## config.mk

```make
export PLATFORM = sky130hd
export DESIGN_NAME = wb_divisor_register_slave
export DESIGN_NICKNAME = d
export VERILOG_FILES = /design/src/rtl/wb_divisor_register_slave.sv
export SDC_FILE = /design/constraint.sdc
export NUM_CORES = 1
export LEC_CHECK = 0
export CORE_MARGIN = 2
export CORE_UTILIZATION = 44
export DETAILED_ROUTE_END_ITERATION = 6
export PLACE_DENSITY = 0.87
export RECOVER_POWER = 100
export SYNTH_ARGS = -nofsm -noshare
export SYNTH_HDL_FRONTEND = slang
export SYNTH_SLANG_ARGS = --single-unit
```

## constraint.sdc

```tcl
create_clock -name CLK_I -period 2.3 [get_ports CLK_I]
set_input_delay 0.69 -clock CLK_I [delete_from_list [all_inputs] [get_ports CLK_I]]
set_output_delay 0.69 -clock CLK_I [all_outputs]
set_load 0.01 [all_outputs]
```

## src/rtl/wb_divisor_register_slave.sv

```systemverilog
// Wishbone pipelined slave for the 32-bit clock divisor: HIGH/LOW halves, atomic LOW commit, read snapshot.
// ACK_O returns ACK_LATENCY cycles after accept; the bus is stalled only while the DSP loads.
module wb_divisor_register_slave #(
  parameter int                           WISHBONE_DATAWIDTH    = 15,
  parameter int                           WISHBONE_ADDRESSWIDTH = 15,
  parameter logic [WISHBONE_ADDRESSWIDTH:0] DATA_HIGH           = 16'h400A,
  parameter logic [WISHBONE_ADDRESSWIDTH:0] DATA_LOW            = 16'h400B,
  parameter int                           ACK_LATENCY           = 2,
  parameter logic [31:0]                  RESET_DIVISOR         = 32'h0000_0000
) (
  input  logic                             CLK_I,
  input  logic                             RST_I,
  input  logic                             CYC_I,
  input  logic                             STB_I,
  input  logic                             WE_I,
  input  logic [WISHBONE_ADDRESSWIDTH:0]   ADR_I,
  input  logic [WISHBONE_DATAWIDTH:0]      DAT_I,
  output logic [WISHBONE_DATAWIDTH:0]      DAT_O,
  output logic                             ACK_O,
  output logic                             STALL_O,
  input  logic                             dsp_load,
  input  logic [31:0]                      dsp_divisor,
  output logic [31:0]                      divisor_out,
  output logic                             divisor_update
);

  localparam int DW = WISHBONE_DATAWIDTH + 1;

  logic [31:0]            divisor_q, divisor_d;
  logic [15:0]            hi_stage_q, hi_stage_d;
  logic [15:0]            lo_snap_q, lo_snap_d;
  logic                   snap_valid_q, snap_valid_d;
  logic                   update_q, update_d;
  logic [ACK_LATENCY-1:0] vld_q, vld_d;
  logic [DW-1:0]          dat_q [ACK_LATENCY];
  logic [DW-1:0]          dat_d [ACK_LATENCY];
  logic                   accept;
  logic                   hit_hi, hit_lo;
  logic [DW-1:0]          rdata;

  assign STALL_O        = dsp_load;
  assign ACK_O          = vld_q[ACK_LATENCY-1] & CYC_I;
  assign DAT_O          = ACK_O ? dat_q[ACK_LATENCY-1] : '0;
  assign divisor_out    = divisor_q;
  assign divisor_update = update_q;

  always_comb begin
    accept       = CYC_I & STB_I & ~dsp_load;
    hit_hi       = (ADR_I == DATA_HIGH);
    hit_lo       = (ADR_I == DATA_LOW);
    divisor_d    = divisor_q;
    hi_stage_d   = hi_stage_q;
    lo_snap_d    = lo_snap_q;
    snap_valid_d = snap_valid_q;
    update_d     = 1'b0;
    rdata        = '0;
    if (dsp_load) begin
      divisor_d = dsp_divisor;
      update_d  = 1'b1;
    end else if (accept) begin
      if (WE_I) begin
        if (hit_hi) begin
          hi_stage_d = DAT_I;
        end else if (hit_lo) begin
          divisor_d = {hi_stage_q, DAT_I};
          update_d  = 1'b1;
        end
      end else begin
        // HIGH read freezes the low half so the following LOW read is coherent
        if (hit_hi) begin
          rdata        = divisor_q[31:16];
          lo_snap_d    = divisor_q[15:0];
          snap_valid_d = 1'b1;
        end else if (hit_lo) begin
          rdata        = snap_valid_q ? lo_snap_q : divisor_q[15:0];
          snap_valid_d = 1'b0;
        end
      end
    end
    if (!CYC_I) snap_valid_d = 1'b0;
  end

  always_comb begin
    vld_d[0] = accept;
    dat_d[0] = rdata;
    for (int i = 1; i < ACK_LATENCY; i++) begin
      vld_d[i] = vld_q[i-1] & CYC_I;
      dat_d[i] = dat_q[i-1];
    end
  end

  always_ff @(posedge CLK_I) begin
    if (RST_I) begin
      divisor_q    <= RESET_DIVISOR;
      hi_stage_q   <= '0;
      lo_snap_q    <= '0;
      snap_valid_q <= 1'b0;
      update_q     <= 1'b0;
      vld_q        <= '0;
      for (int i = 0; i < ACK_LATENCY; i++) dat_q[i] <= '0;
    end else begin
      divisor_q    <= divisor_d;
      hi_stage_q   <= hi_stage_d;
      lo_snap_q    <= lo_snap_d;
      snap_valid_q <= snap_valid_d;
      update_q     <= update_d;
      vld_q        <= vld_d;
      for (int i = 0; i < ACK_LATENCY; i++) dat_q[i] <= dat_d[i];
    end
  end

endmodule

```

==> results of run 1 <==
[cells in the mapped netlist, drive strengths merged]
master / count / area (µm²)
or4: 4 / 45.0
nand4b: 1 / 8.76
mux2: 16 / 180
dfxtp: 100 / 2000
a221oi: 32 / 480
a31oi: 1 / 6.26
nand3b: 1 / 7.51
or2: 1 / 6.26
a21oi: 33 / 165
and3: 16 / 100
inv: 34 / 128
nor2b: 16 / 100
nand4bb: 1 / 11.3
o21ai: 65 / 325
dlygate4sd1: 2 / 17.5
buf: 28 / 200
nand2b: 2 / 12.5
nor2: 21 / 78.8
clkbuf: 26 / 97.6
nand2: 2 / 7.51
and2: 2 / 12.5
or3: 1 / 6.26
or4b: 1 / 10.0
nor4: 2 / 33.8
a41oi: 32 / 280
a22oi: 16 / 120
nand3: 32 / 160
[report_power, final]
group	leakage [µW]	switching [µW]	internal (µW)
clock network	0.000100	623	617
registers	0.000814	60.2	1770
logic	0.00168	262	281
total	0.00260	945	2670
[metrics by stage]
step / total power (µW) / setup slack [ns] / setup TNS (ns)
global route: 3710 / -0.127 / -2.43
global placement: 2330 / -0.536 / -45.89
finish: 3610 / -0.0773 / -1.30
floorplan: 2070 / -0.0530 / -1.62
detailed placement: 2340 / -0.606 / -49.24
CTS: 3540 / -0.0194 / -0.261
[metal layers]
layer  GRT usage [%]  vias to the layer above  part of all wire [%]
met4            17.2                        0                   7.9
met3            7.11                      143                    12
met2            43.5                      461                    43
li1                -                     2096                     -
met1            34.3                     2226                    36
met5               0                        -                     0
[critical path, delay by kind of cell]
family | cells | cell delay, ns
and+or+nand+nor | 2 | 1.21
AOI/OAI and AO/OA | 2 | 0.25
buffers and inverters | 3 | 0.44
[final timing paths]
| path | cells after the start | slack, ns | endpoint |
|---|---|---|---|
| min reg2reg | 1 | 0.44 | dat_q[0][22]$_SDFF_PP0_ |
| min | 1 | 0.44 | dat_q[0][22]$_SDFF_PP0_ |
| max | 7 | -0.08 | divisor_out[10]$_SDFFE_PP0P_ |
| max reg2reg | 4 | 0.74 | dat_q[0][15]$_SDFF_PP0_ |
[sequential cells by signal, summed over array words and instances (netlist names)]
name	flops
lo_snap_q	16
snap_valid_q	1
hi_stage_q	16
dat_q	32
divisor_update	1
vld_q	2
divisor_out	32
[area by class of cell]
| class | instances | area [µm²] | share of cell area [%] |
|---|---|---|---|
| Multi-Input combinational cell | 301 | 2510 | 36.3 |
| Tap cell | 136 | 170 | 2.46 |
| Sequential cell | 100 | 2000 | 28.9 |
| Clock buffer | 11 | 131 | 1.90 |
| Clock inverter | 5 | 83.8 | 1.21 |
| Inverter | 34 | 128 | 1.84 |
| Timing Repair Buffer | 179 | 1900 | 27.4 |
[kinds of logic after synthesis]
logic type,count (synthesis),share of synthesized area (%)
and+or+nand+nor,103,13.0
DFF,100,43.5
buffers and inverters,90,9.62
AOI/OAI and AO/OA,179,29.9
muxes,16,3.91
[cells in the final DEF (no fill, tap or decap), types with 9 or more instances in the layout]
master | Yosys | final
a21oi_1 | 33 | 28
a221oi_2 | 32 | 32
a22oi_1 | 16 | 16
a41oi_1 | 32 | 28
and3_1 | 16 | 16
buf_4 | 5 | 33
clkbuf_8 | 0 | 9
clkdlybuf4s50_1 | 0 | 83
dfxtp_1 | 100 | 100
dlygate4sd2_1 | 0 | 18
inv_1 | 34 | 34
mux2_2 | 16 | 16
nand3_1 | 32 | 31
nor2_1 | 21 | 21
nor2b_1 | 16 | 16
o21ai_1 | 65 | 31
o21ai_2 | 0 | 22
o21ai_4 | 0 | 12
[what timing repair did]
item                                    CTS  global route
endpoints found under the setup margin   99            61
hold buffers                              0             0
gates resized for setup                  71            59
cloned                                   11             3
pin swaps                                14            35
setup buffers                            11             9
==> run metrics, run 1 <==
Post-route DRC=12; Finished Layout Cells=about 770; CP max FO=5; final hold slack=0.442 ns; initial antenna violation count=0; synthesized area=between 4000 and 5000 µm²; Synthesized Nets=approximately 560; first-pass GRT wire length=about 24 mm; CP Launch Point=ADR_I[4]; CP Data Required Time=between 2 and 3 ns; # fillers=slightly above 700; outcome=complete, but fails checks; final cell utilization of the core=about two thirds; Worst path slowest cell=or4_4; Max Cap Viol=0; fraction of layout cells with a size suffix above 1=29.5%; post-route ant nets=0; total CTS buffers=9; Data arrival, critical path=between 2 and 3 ns; synthesis-to-layout area growth=50.5%; final setup fails=40; # IOs=121; power per cell area=522 nW/µm²; CP Class=primary input to flip-flop; routed via count=roughly 5000; slowest stage delay, CP=about 0.64 ns; P_leak=approximately 0.0026 µW; Sink Count=100; Seq cells post-synth=100; period utilization=103%; violated checks=DRC, setup timing; Syn Area/Cell=roughly 9.4 µm²; Core Box Area=about 10000 µm²; peak supply drop=around 290 µV; worst-margin pin slew=approximately 0.9 ns; DR WL/cell=around 23 µm; Die Height=106 µm; Max Clk Rate=approximately 420 MHz; DP HPWL=8.73 mm; H-tree levels=3; Skew-Pair Late Insertion Delay=~0.39 ns; Root Driver=clkbuf_8; largest net degree at the start of global routing=66; Hold Path Class=flip-flop to flip-flop; Startpoint Class=primary input; drt pass-1 iters=7; Hold Fails Final Rpt=0; number of diodes=0; Die Footprint=roughly 11000 µm²; GRT Overall Usage=~28%; Reg clk slew, reported paths=0.09 ns; DRT iter0 DRCs=roughly 700; crit path time final=between 2 and 2.5 ns; Fin Clk Skew=0.0130 ns; Clock Path Buffers=2; Synth warnings=0; post-route cell area=6930 µm²; Critical R2R Launch=snap_valid_q$_SDFFE_PP0P_; RSZ-0062 raised after global routing=true; CTS tree=built; final WL=between 15 and 20 mm; starting density of the core=~45%; port buffer count=120; grt total ovfl=0; DR vias/cell=approximately 6.4; hold path start=dat_q[0][6]$_SDFF_PP0_; Area after DPL=just under 6000 µm²; post-synthesis sequential area ratio=approximately 43%; Placer Congestion=between 0.8 and 0.9; num rows=37; Slew Limit Fails=0; Placed Cells=717; number of global-route vias before repair=approximately 4500; worst setup margin=-0.0773 ns; Synth Instances=between 400 and 500; Netlist cell types=31; die span in x=~110 µm; Relative slew margins=between 30% and 40%; Cell Chain, Critical Path=clkbuf_2 -> or4b_4 -> buf_6 -> or4_4 -> clkbuf_16 -> o21ai_1 -> a221oi_2; Crit. End Element=flip-flop; Nets=around 700
No activity file was read; power rests on OpenSTA's default activity.
==> inputs of run 2 (changes only) <==
HOLD_SLACK_MARGIN = 0.12   (was not set)
PLACE_DENSITY = 0.84   (was 0.87)
==> run 2 against run 1 <==
Net effect: the flow finishes with violations (setup timing); core utilization shrank 2.9 points; via count is 2.3% lower; routed wire length fell by 8.0%; highest routed layer unchanged.
==> run metrics, run 2 (synthesis gave the netlist of run 1 again) <==
first-pass GRT wire length=23.7 mm; most common cell after layout, fill and taps aside=dfxtp_1; CTS tree=built; CP Data Required Time=approximately 2.5 ns; worst-case reg-to-reg path depth=4; Max Clk Rate=~420 MHz; synthesis-to-layout area growth=44.0%; Data arrival, critical path=2.62 ns; period utilization=104%; GRT Overall Usage=around 27%; routed via count=a little under 5000; Skew-Pair Late Insertion Delay=0.38 ns; Nets=roughly 700; worst-margin pin slew=~0.9 ns; Critical R2R Launch=snap_valid_q$_SDFFE_PP0P_; H-tree levels=3; initial antenna violation count=0; RSZ-0062 raised after global routing=true; P_leak=0.00258 µW; DP HPWL=approximately 9.0 mm; num rows=37; DR WL/cell=around 21 µm; Cell Chain, Critical Path=clkdlybuf4s15_1 -> or4_4 -> buf_4 -> or4_4 -> o21ai_2 -> a21oi_1; Core Box Area=between 10000 and 15000 µm²; crit path time final=around 2.4 ns; Reg clk slew, reported paths=approximately 0.10 ns; Sink Count=100; port buffer count=120; starting density of the core=between 40% and 50%; most frequent cells in the layout=100 x dfxtp_1, 55 x clkdlybuf4s50_1, 37 x o21ai_1, 34 x inv_1, 33 x dlygate4sd3_1; Worst R2R End=dat_q[0][15]$_SDFF_PP0_; # IOs=about 120; worst reg-to-reg setup slack=between 0.5 and 0.6 ns; WHS Path Cells=2; die span in x=around 110 µm; Relative slew margins=41.3%; Max Cap Viol=0; peak supply drop=roughly 330 µV; Hold Fails Final Rpt=0; Hold Path Class=flip-flop to flip-flop; power per cell area=approximately 550 nW/µm²; total CTS buffers=9; Clock Path Buffers=2; Slew Limit Fails=0; drt pass-1 iters=6; Post-route DRC=0; setup_tns=-0.261 ns; Worst path slowest cell=or4_4; final setup fails=7; Crit path top cell by count=or4_4; Die Footprint=around 11000 µm²; post-route ant nets=0; Root Driver=clkbuf_8; Crit. End Element=flip-flop; grt total ovfl=0; Placer Congestion=approximately 0.82; # hold bufs at CTS=0; number of diodes=0; DR vias/cell=roughly 6.4; number of global-route vias before repair=4518; Startpoint Class=primary input; hold path start=vld_q[0]$_SDFF_PP0_; DP Worst Slack=-0.598 ns; final WL=approximately 16 mm; CP Class=primary input to flip-flop; Die Height=~110 µm; DRT iter0 DRCs=between 600 and 700; Fin Clk Skew=between 0.009 and 0.01 ns; violated checks=setup timing; CP max FO=16; outcome=complete, but fails checks; worst setup margin=-0.0816 ns; slowest stage delay, CP=0.67 ns; fraction of layout cells with a size suffix above 1=between 20% and 30%; Hold Path End=vld_q[1]$_SDFF_PP0_; largest net degree at the start of global routing=66
[run 2: area by class of cell]
cell class                 instances  area [µm²]
clock buffer                      12         165
clock inverter                     4        77.6
fill                             765        3600
inverter                          34         128
multi-input combinational        300        2350
sequential                       100        2000
tap                              136         170
timing repair buffer             171        1740
[run 2: per-layer routing]
layer,vias to the layer above,track usage [%],wire length [µm]
met2,417,42.5,7350
met3,98,5.89,1870
met1,2223,33.3,5940
li1,2075,-,-
met4,0,15.8,875
met5,-,0,0
[run 2: worst max-delay path by stage]
stage | slack [ns] | endpoint | start
floorplan | -0.05 | divisor_out[10]$_SDFFE_PP0P_ | ADR_I[7]
global placement | -0.53 | hi_stage_q[8]$_SDFFE_PP0P_ | ADR_I[7]
detailed placement | -0.60 | lo_snap_q[3]$_SDFFE_PP0P_ | ADR_I[7]
CTS | -0.04 | divisor_out[9]$_SDFFE_PP0P_ | ADR_I[15]
global route | -0.08 | lo_snap_q[5]$_SDFFE_PP0P_ | ADR_I[10]
finish | -0.08 | lo_snap_q[5]$_SDFFE_PP0P_ | ADR_I[10]
[run 2: through the flow]
step                      power (µW)  util [%]  hold slack (ns)  instance area (µm²)  instances
after global routing            3730      64.8            0.438                 6630        757
after global placement          2330      58.2            0.395                 5950        718
after detailed placement        2350      58.2            0.420                 5950        718
after CTS                       3620      63.1            0.430                 6450        749
final                           3650      64.8            0.426                 6630        757
after floorplan                 2070         -            0.394                 4630        488
[run 2: repair_timing]
item | in CTS | in global routing
cloned | 8 | 1
buffers inserted | 7 | 7
pin swaps | 6 | 7
endpoints found under the setup margin | 99 | 80
resized for setup | 57 | 41
endpoints found under the hold margin | 0 | 0
[run 2: worst max-delay path: cells and delay by family]
family	cells	cell delay [ns]
compound gates	2	0.37
buf+inv	2	0.34
simple gates	2	1.23
[run 2: report_power, final]
group          switching [µW]  internal [µW]
Sequential               53.8           1770
Combinational             248            259
Clock                     608            708
Total                     910           2740
